`config.mk`:
```
export PLATFORM = sky130hd
export DESIGN_NAME = sram_bus_arbiter
export DESIGN_NICKNAME = d
export VERILOG_FILES = /design/src/rtl/sram_bus_arbiter.sv
export SDC_FILE = /design/constraint.sdc
export NUM_CORES = 1
export LEC_CHECK = 0
export ABC_AREA = 1
export CAP_MARGIN = 20
export CORE_MARGIN = 2
export CORE_UTILIZATION = 43
export CTS_CLUSTER_SIZE = 40
export DETAILED_ROUTE_END_ITERATION = 10
export GPL_TIMING_DRIVEN = 0
export PLACE_DENSITY = 0.88
export SETUP_SLACK_MARGIN = 0.02
export SYNTH_ARGS = -nofsm -noshare
export SYNTH_HDL_FRONTEND = slang
export SYNTH_SLANG_ARGS = --single-unit
```
`constraint.sdc`:
```
create_clock -name clk -period 1.5 [get_ports clk]
set_input_delay 0.3 -clock clk [delete_from_list [all_inputs] [get_ports clk]]
set_output_delay 0.3 -clock clk [all_outputs]
set_load 0.05 [all_outputs]
```
`src/rtl/sram_bus_arbiter.sv`:
```
`default_nettype none
// ============================================================================
// Module  : sram_bus_arbiter
// Brief   : Round-robin owner of the shared SRAM address/data bus; optional
//           MMIO_OUT_EN macro redirects writes to MMIO_ADDR to the output latch.
// Rev     : 1.0
// ============================================================================
module sram_bus_arbiter #(
  parameter logic [7:0] MMIO_ADDR = 8'hFF
) (
  input  logic       clk,
  input  logic       reset,
  input  logic       cpu_req,
  input  logic       cpu_we,
  input  logic [7:0] cpu_addr,
  input  logic [7:0] cpu_wdata,
  output logic       cpu_ack,
  output logic [7:0] cpu_rdata,
  input  logic       ldr_req,
  input  logic       ldr_we,
  input  logic [7:0] ldr_addr,
  input  logic [7:0] ldr_wdata,
  output logic       ldr_ack,
  output logic [7:0] ldr_rdata,
  input  logic [7:0] bus_in,
  output logic [7:0] bus_out,
  output logic       bus_oe,
  output logic       mem_latch_clk,
  output logic       mem_oe_n,
  output logic       mem_we_n,
  output logic       out_latch_clk,
  output logic       busy,
  output logic       grant
);

`ifdef MMIO_OUT_EN
  localparam logic c_mmio_en = 1'b1;
`else
  localparam logic c_mmio_en = 1'b0;
`endif

  typedef enum logic [3:0] {
    S_IDLE    = 4'd0,
    S_ADDR    = 4'd1,
    S_LATCH   = 4'd2,
    S_RD_TURN = 4'd3,
    S_RD_OE   = 4'd4,
    S_RD_CAP  = 4'd5,
    S_WR_DATA = 4'd6,
    S_WR_STB  = 4'd7,
    S_ACK     = 4'd8
  } state_t;

  state_t     state_q;
  logic [7:0] addr_q;
  logic [7:0] wdata_q;
  logic       we_q;
  logic       grant_q;
  logic [7:0] cpu_rdata_q;
  logic [7:0] ldr_rdata_q;
  logic       grant_d;
  logic       mmio_hit;

  // On a tie the requester that did not own the previous transaction wins.
  assign grant_d  = (cpu_req && ldr_req) ? ~grant_q : ldr_req;
  assign mmio_hit = c_mmio_en && (addr_q == MMIO_ADDR);

  always_ff @(posedge clk or posedge reset) begin
    if (reset) begin
      state_q     <= S_IDLE;
      addr_q      <= 8'h00;
      wdata_q     <= 8'h00;
      we_q        <= 1'b0;
      grant_q     <= 1'b1;
      cpu_rdata_q <= 8'h00;
      ldr_rdata_q <= 8'h00;
    end else begin
      case (state_q)
        S_IDLE: begin
          if (cpu_req || ldr_req) begin
            grant_q <= grant_d;
            addr_q  <= grant_d ? ldr_addr  : cpu_addr;
            wdata_q <= grant_d ? ldr_wdata : cpu_wdata;
            we_q    <= grant_d ? ldr_we    : cpu_we;
            state_q <= S_ADDR;
          end
        end
        S_ADDR:    state_q <= S_LATCH;
        S_LATCH:   state_q <= we_q ? S_WR_DATA : S_RD_TURN;
        S_RD_TURN: state_q <= S_RD_OE;
        S_RD_OE:   state_q <= S_RD_CAP;
        S_RD_CAP: begin
          if (grant_q) ldr_rdata_q <= bus_in;
          else         cpu_rdata_q <= bus_in;
          state_q <= S_ACK;
        end
        S_WR_DATA: state_q <= S_WR_STB;
        S_WR_STB:  state_q <= S_ACK;
        S_ACK:     state_q <= S_IDLE;
        default:   state_q <= S_IDLE;
      endcase
    end
  end

  // Pins are a pure decode of the state so reset clears them without a clock.
  always_comb begin
    bus_out       = 8'h00;
    bus_oe        = 1'b0;
    mem_latch_clk = 1'b0;
    mem_oe_n      = 1'b1;
    mem_we_n      = 1'b1;
    out_latch_clk = 1'b0;
    case (state_q)
      S_ADDR: begin
        bus_out = addr_q;
        bus_oe  = 1'b1;
      end
      S_LATCH: begin
        bus_out       = addr_q;
        bus_oe        = 1'b1;
        mem_latch_clk = 1'b1;
      end
      S_RD_TURN: mem_latch_clk = 1'b1;
      S_RD_OE, S_RD_CAP: begin
        mem_latch_clk = 1'b1;
        mem_oe_n      = 1'b0;
      end
      S_WR_DATA: begin
        bus_out       = wdata_q;
        bus_oe        = 1'b1;
        mem_latch_clk = 1'b1;
      end
      S_WR_STB: begin
        bus_out       = wdata_q;
        bus_oe        = 1'b1;
        mem_latch_clk = 1'b1;
        mem_we_n      = mmio_hit;
        out_latch_clk = mmio_hit;
      end
      default: ;
    endcase
  end

  assign busy      = (state_q != S_IDLE);
  assign grant     = grant_q;
  assign cpu_ack   = (state_q == S_ACK) && !grant_q;
  assign ldr_ack   = (state_q == S_ACK) &&  grant_q;
  assign cpu_rdata = cpu_rdata_q;
  assign ldr_rdata = ldr_rdata_q;

endmodule
`default_nettype wire

```
## Word-level counts from Yosys, hierarchy flattened

Cells that the tools add are included.

| storage, ports and cells | value |
|---|---|
| flip-flop bits (word level) | 38 |
| input port bits | 46 |
| output and inout bits | 33 |

| operators by class | value |
|---|---|
| multiplexer cells | 12 |
| bitwise operators | 1 |
| equal/unequal tests | 9 |
| reductions and logical operators | 16 |

Operator list:

| kind | number |
|---|---|
| 4-bit case mux with 7 select lines | 1 |
| 4-bit by 3-bit == test with 1-bit output, second input constant | 4 |
| 8-bit two-way mux | 2 |
| 8-bit case mux with 2 select lines | 1 |
| 4-bit by 2-bit == test with 1-bit output, second input constant | 2 |
| 2-bit OR reduction | 4 |
| 1-bit two-way mux | 6 |
| 2-bit AND reduction | 3 |
| 6-bit OR reduction | 1 |
| 4-bit by 1-bit == test with 1-bit output, second input constant | 1 |
| 4-bit == test, second input constant | 1 |
| 4-bit logical NOT | 1 |
| 4-bit two-way mux | 1 |
| 4-bit nonzero test | 1 |
| 4-bit OR reduction | 1 |
| 1-bit logical AND | 3 |
| 3-bit two-way mux | 1 |
| 2-bit inequality test, second input constant | 1 |
| 1-bit logical NOT | 1 |
| 1-bit logical OR | 1 |
| 1-bit inverter | 1 |

## Longest topological paths before layout

Gate-level depths: netlist (run 1).

| logic depth | value |
|---|---|
| word-level depth | 3 |
| depth in mapped cells | 7 |
| depth with buffers taken out | 6 |

## Worst setup path before layout (run 1)

No wires, ideal clock.

| path | value |
|---|---|
| kind | register -> output |
| from | register state_q[3] |
| to | output bus_out[0] |
| setup slack | -0.780 ns |
| path buffers | 0 |
| cell stages (with the launch flop) | 4 |
| data arrival time | 1.980 ns |
| required time | 1.200 ns |
| cell sequence | dfrtp_1 -> nor2_4 -> nand3_1 -> o21ai_0 |

| between the ends | value |
|---|---|
| longest elaborated chain between the ends | 3 |
| elaborated cells between the ends (all ways) | 7 |
| those cells by class | eq/ne (4); mux (1); reduce/logical (2) |

Ends and longest elaborated chain:

| what | RTL line | RTL |
|---|---|---|
| from (decl) | 54 | `state_t state_q;` |
| from (signal assigned) | 89 | `S_LATCH: state_q <= we_q ? S_WR_DATA : S_RD_TURN;` |
| 4-bit by 3-bit == test with 1-bit output (tied with other cells) | 113 | `case (state_q)` |
| 2-bit OR reduction (no line) | - |  |
| 8-bit case mux with 2 select lines (*) | 113 |  |
| to (decl) | 26 | `output logic [7:0] bus_out,` |

Every way passes the cells marked *; elsewhere a longest branch is shown, timed or not.

## Final worst setup path (run 1)

| path | value |
|---|---|
| from | register state_q[2] |
| to | output bus_out[2] |

Same word-level chain as after synthesis.

==> results_dict.tcl, run 1 <==
set metrics [dict create \
    status "finished with violations" \
    violations "negative setup slack" \
    syn_avg_cell_area_sq_um 7.81 \
    grt_use_total_pct 24.4 \
    rsz0062_at_grt "true" \
    cts_tree "yes" \
    wirelength_microns 7020 \
    yosys.area.top_type "dfrtp_1" \
    ys_seq_area_share_pct 48.4 \
    yosys.area_share.simple_pct 31.1 \
    cts-htree-levels 2 \
    nNetsFinal 416 \
    tightest_slew_ns 0.699 \
    slew_violations 0 \
    synth.top_cell.area_share_pct 47.1 \
    skew_ns 0.00669 \
    core_sq_um 4380 \
    diodes 0 \
    die_w_microns 71.6 \
    dieArea_sq_um 5130 \
    final_layout_size_suffix_gt1_share_pct 32.9 \
    crit_required_ns 1.20 \
    num_rows 24 \
    synth_edf_count 0 \
    switching_share_pct 50.2 \
    period_share_pct 124 \
    switchingPower_mw 4.37 \
    grt_pass1_wl_microns 9730 \
    synthFlopType "dfrtp_1" \
    p_int_mw 4.33 \
    synth.most_common_cell "nand2_1" \
    critical_path_class "flip-flop to output pin" \
    synth_cells 252 \
    grt_max_degree 24 \
    hold_violations 0 \
    cts_sinks 38 \
    routedWlPerCell_microns 16.6 \
    yosysUniqueCellTypes 23 \
    synthMuxAreaShare_pct 0 \
    io_pins 79 \
    grt_antenna_before_repair 0 \
    drtAntennaViolNets 0 \
    fin_util_pct 81.0 \
    synth_warnings 0 \
    synth_commonest_cells "91 x nand2_1, 37 x dfrtp_1, 28 x inv_1, 28 x nand3_1, 21 x o21ai_1" \
    grt_overflow 0 \
    portBuffers 76 \
    seq_power_share_pct 21.4 \
    path_clk_slew_ns 0.08 \
    cts_root_buf "clkbuf_8" \
    clk_latency_ns 0.29 \
    area_growth_pct 80.5 \
    vias 2245 \
    async_flop_share_pct 100 \
    synthAdderAreaFrac_pct 0 \
    final.setup.worst_slack_ns -0.361 \
    synth_xor_area_share_pct 0 \
    cap_violations 0 \
    grt_pass1_vias 2110 \
    ir_worst_vdd_v 0.00119 \
    synth-compound-area-share_pct 10.9 \
    fin_crit_ns 1.86 \
    hp-class "input pin to async pin" \
    synthTopCellsByArea "dfrtp_1 47%, nand2_1 17%, nand3_1 7.1%" \
    critPathMaxFanout 5 \
    numCtsBuffers 5 \
    setup_viol 15 \
    cp.arrival_ns 1.56 \
    use_met1_pct 28.9 \
    r2r_start "grant$_DFFE_PP1P_" \
    endpoint_kind "output pin" \
    cp-start-kind "flip-flop" \
    viasPerCell 5.31 \
    slew-limit-headroom_pct 53.3 \
    cts_buffer_depth 2 \
    power_density_nw_per_um2 2450 \
    setup_tns_ns -3.86 \
    met3_usage_pct 6.05 \
    rr_worst_depth 8 \
    hold_buffers 0 \
    drt_iter0_drc 168 \
    first_pass_iters 5 \
    die_y_microns 71.6 \
    max_freq_ghz 0.537 \
    power_leakage_nw 1.73 \
    syn_nets 298 \
    synth-seq-cells 38 \
    power_frac_comb_pct 68.5 \
    pwr-share-clk_pct 10.1 \
    power_mw 8.69 \
    place.gp.congestion 0.824 \
    top_usage_layer "met2" \
    start_util_pct 44.9 \
    synth_top_family_by_area "simple AND/OR/NAND/NOR gates" \
    reg2reg_slack_ns 0.01 \
    dpl.hpwl_microns 3910 \
    r2r_end "wdata_q[7]$_DFFE_PP0P_" \
    drc_errors 0 \
    met2_usage_pct 43.2 \
    synth_area_sq_um 1970 \
]
[final cells by class]
class	count	area (sq um)
clock inverters	3	45.0
multi-input cells	177	1070
inverters	28	105
flip-flops and latches	38	956
fillers	239	835
repair buffers	110	1150
plain buffers	10	96.3
clock buffers	5	68.8
well taps	52	65.1
[flip-flops by register name, summed over array words and instances (netlist names)]
signal     flops
cpu_rdata      8
grant          1
wdata_q        8
ldr_rdata      8
state_q        4
addr_q         8
we_q           1
[cell usage in the layout, fill, tap and decap left out, types with 9 or more instances in the layout]
master	synthesis	layout
buf_4	1	23
buf_8	0	9
dfrtp_1	37	34
o21ai_1	21	21
clkdlybuf4s50_1	0	44
inv_1	28	26
buf_6	5	16
clkbuf_2	0	11
nand3_1	28	26
nand2_1	91	85
[cell families (layout without fill, tap and decap cells)]
family | after synthesis | in the layout
AOI/OAI and AO/OA | 38 | 38
buffers and inverters | 38 | 156
DFF | 38 | 38
other | 1 | 1
and+or+nand+nor | 137 | 138
[timing repair]
item                       in CTS  in global routing
gates resized for setup       156                 42
gates cloned                    2                  2
pin swaps                       9                  9
setup endpoints to repair      38                 58
buffers inserted               16                 15
[critical path, cell delays in order (launching register included)]
cell and delay (ns):
dfrtp_1 0.45, nor2_4 0.18, nand3_4 0.13, buf_12 0.18, o21ai_4 0.15, buf_6 0.18
[routing by layer]
layer,wire [microns],vias up,share of wire (%)
li1,-,1035,-
met5,0,-,0
met4,234,0,3.3
met2,3830,125,55
met3,463,26,6.6
met1,2480,1059,35
[power by group through the flow]
stage          logic, mW  clock network, mW  registers [mW]
2_1_floorplan       2.43                  0            2.62
3_3_place_gp        4.50                  0            1.82
3_5_place_dp        4.59                  0            1.84
4_1_cts             5.33              0.887            1.80
5_1_grt             6.26              0.919            1.90
6_report            5.95              0.879            1.86
[per-stage QoR]
step	instances	setup slack (ns)	cell area, sq um	hold WS, ns
global placement	380	-0.839	2920	0.466
floorplan	252	-0.0834	2090	0.450
CTS	407	-0.336	3310	0.428
finish	423	-0.361	3550	0.411
global route	423	-0.409	3550	0.485
detailed placement	381	-0.848	2940	0.466
[worst max path at each step]
stage | startpoint | endpoint | slack (ns) | depth (start not counted)
2_1_floorplan | state_q[2]$_DFFE_PP0P_ | mem_latch_clk | -0.08 | 2
5_1_grt | state_q[2]$_DFFE_PP0P_ | bus_out[2] | -0.41 | 5
3_3_place_gp | state_q[2]$_DFFE_PP0P_ | bus_out[7] | -0.84 | 5
4_1_cts | state_q[3]$_DFFE_PP0P_ | bus_out[2] | -0.34 | 5
3_5_place_dp | state_q[2]$_DFFE_PP0P_ | bus_out[7] | -0.85 | 5
6_report | state_q[2]$_DFFE_PP0P_ | bus_out[2] | -0.36 | 5
(Power assumes the default switching activity.)
==> run 2: changes to the inputs <==
CTS_BUF_LIST = sky130_fd_sc_hd__clkbuf_4 sky130_fd_sc_hd__clkbuf_8 sky130_fd_sc_hd__clkbuf_16   (was unset)
==> results of run 2 <==
No change in the layout: final DEF, timing and power equal those of run 1.
==> run 3: changes to the inputs <==
HOLD_SLACK_MARGIN = 0.1   (was unset)
==> results of run 3 <==
No change in the layout: final DEF, timing and power equal those of run 1.
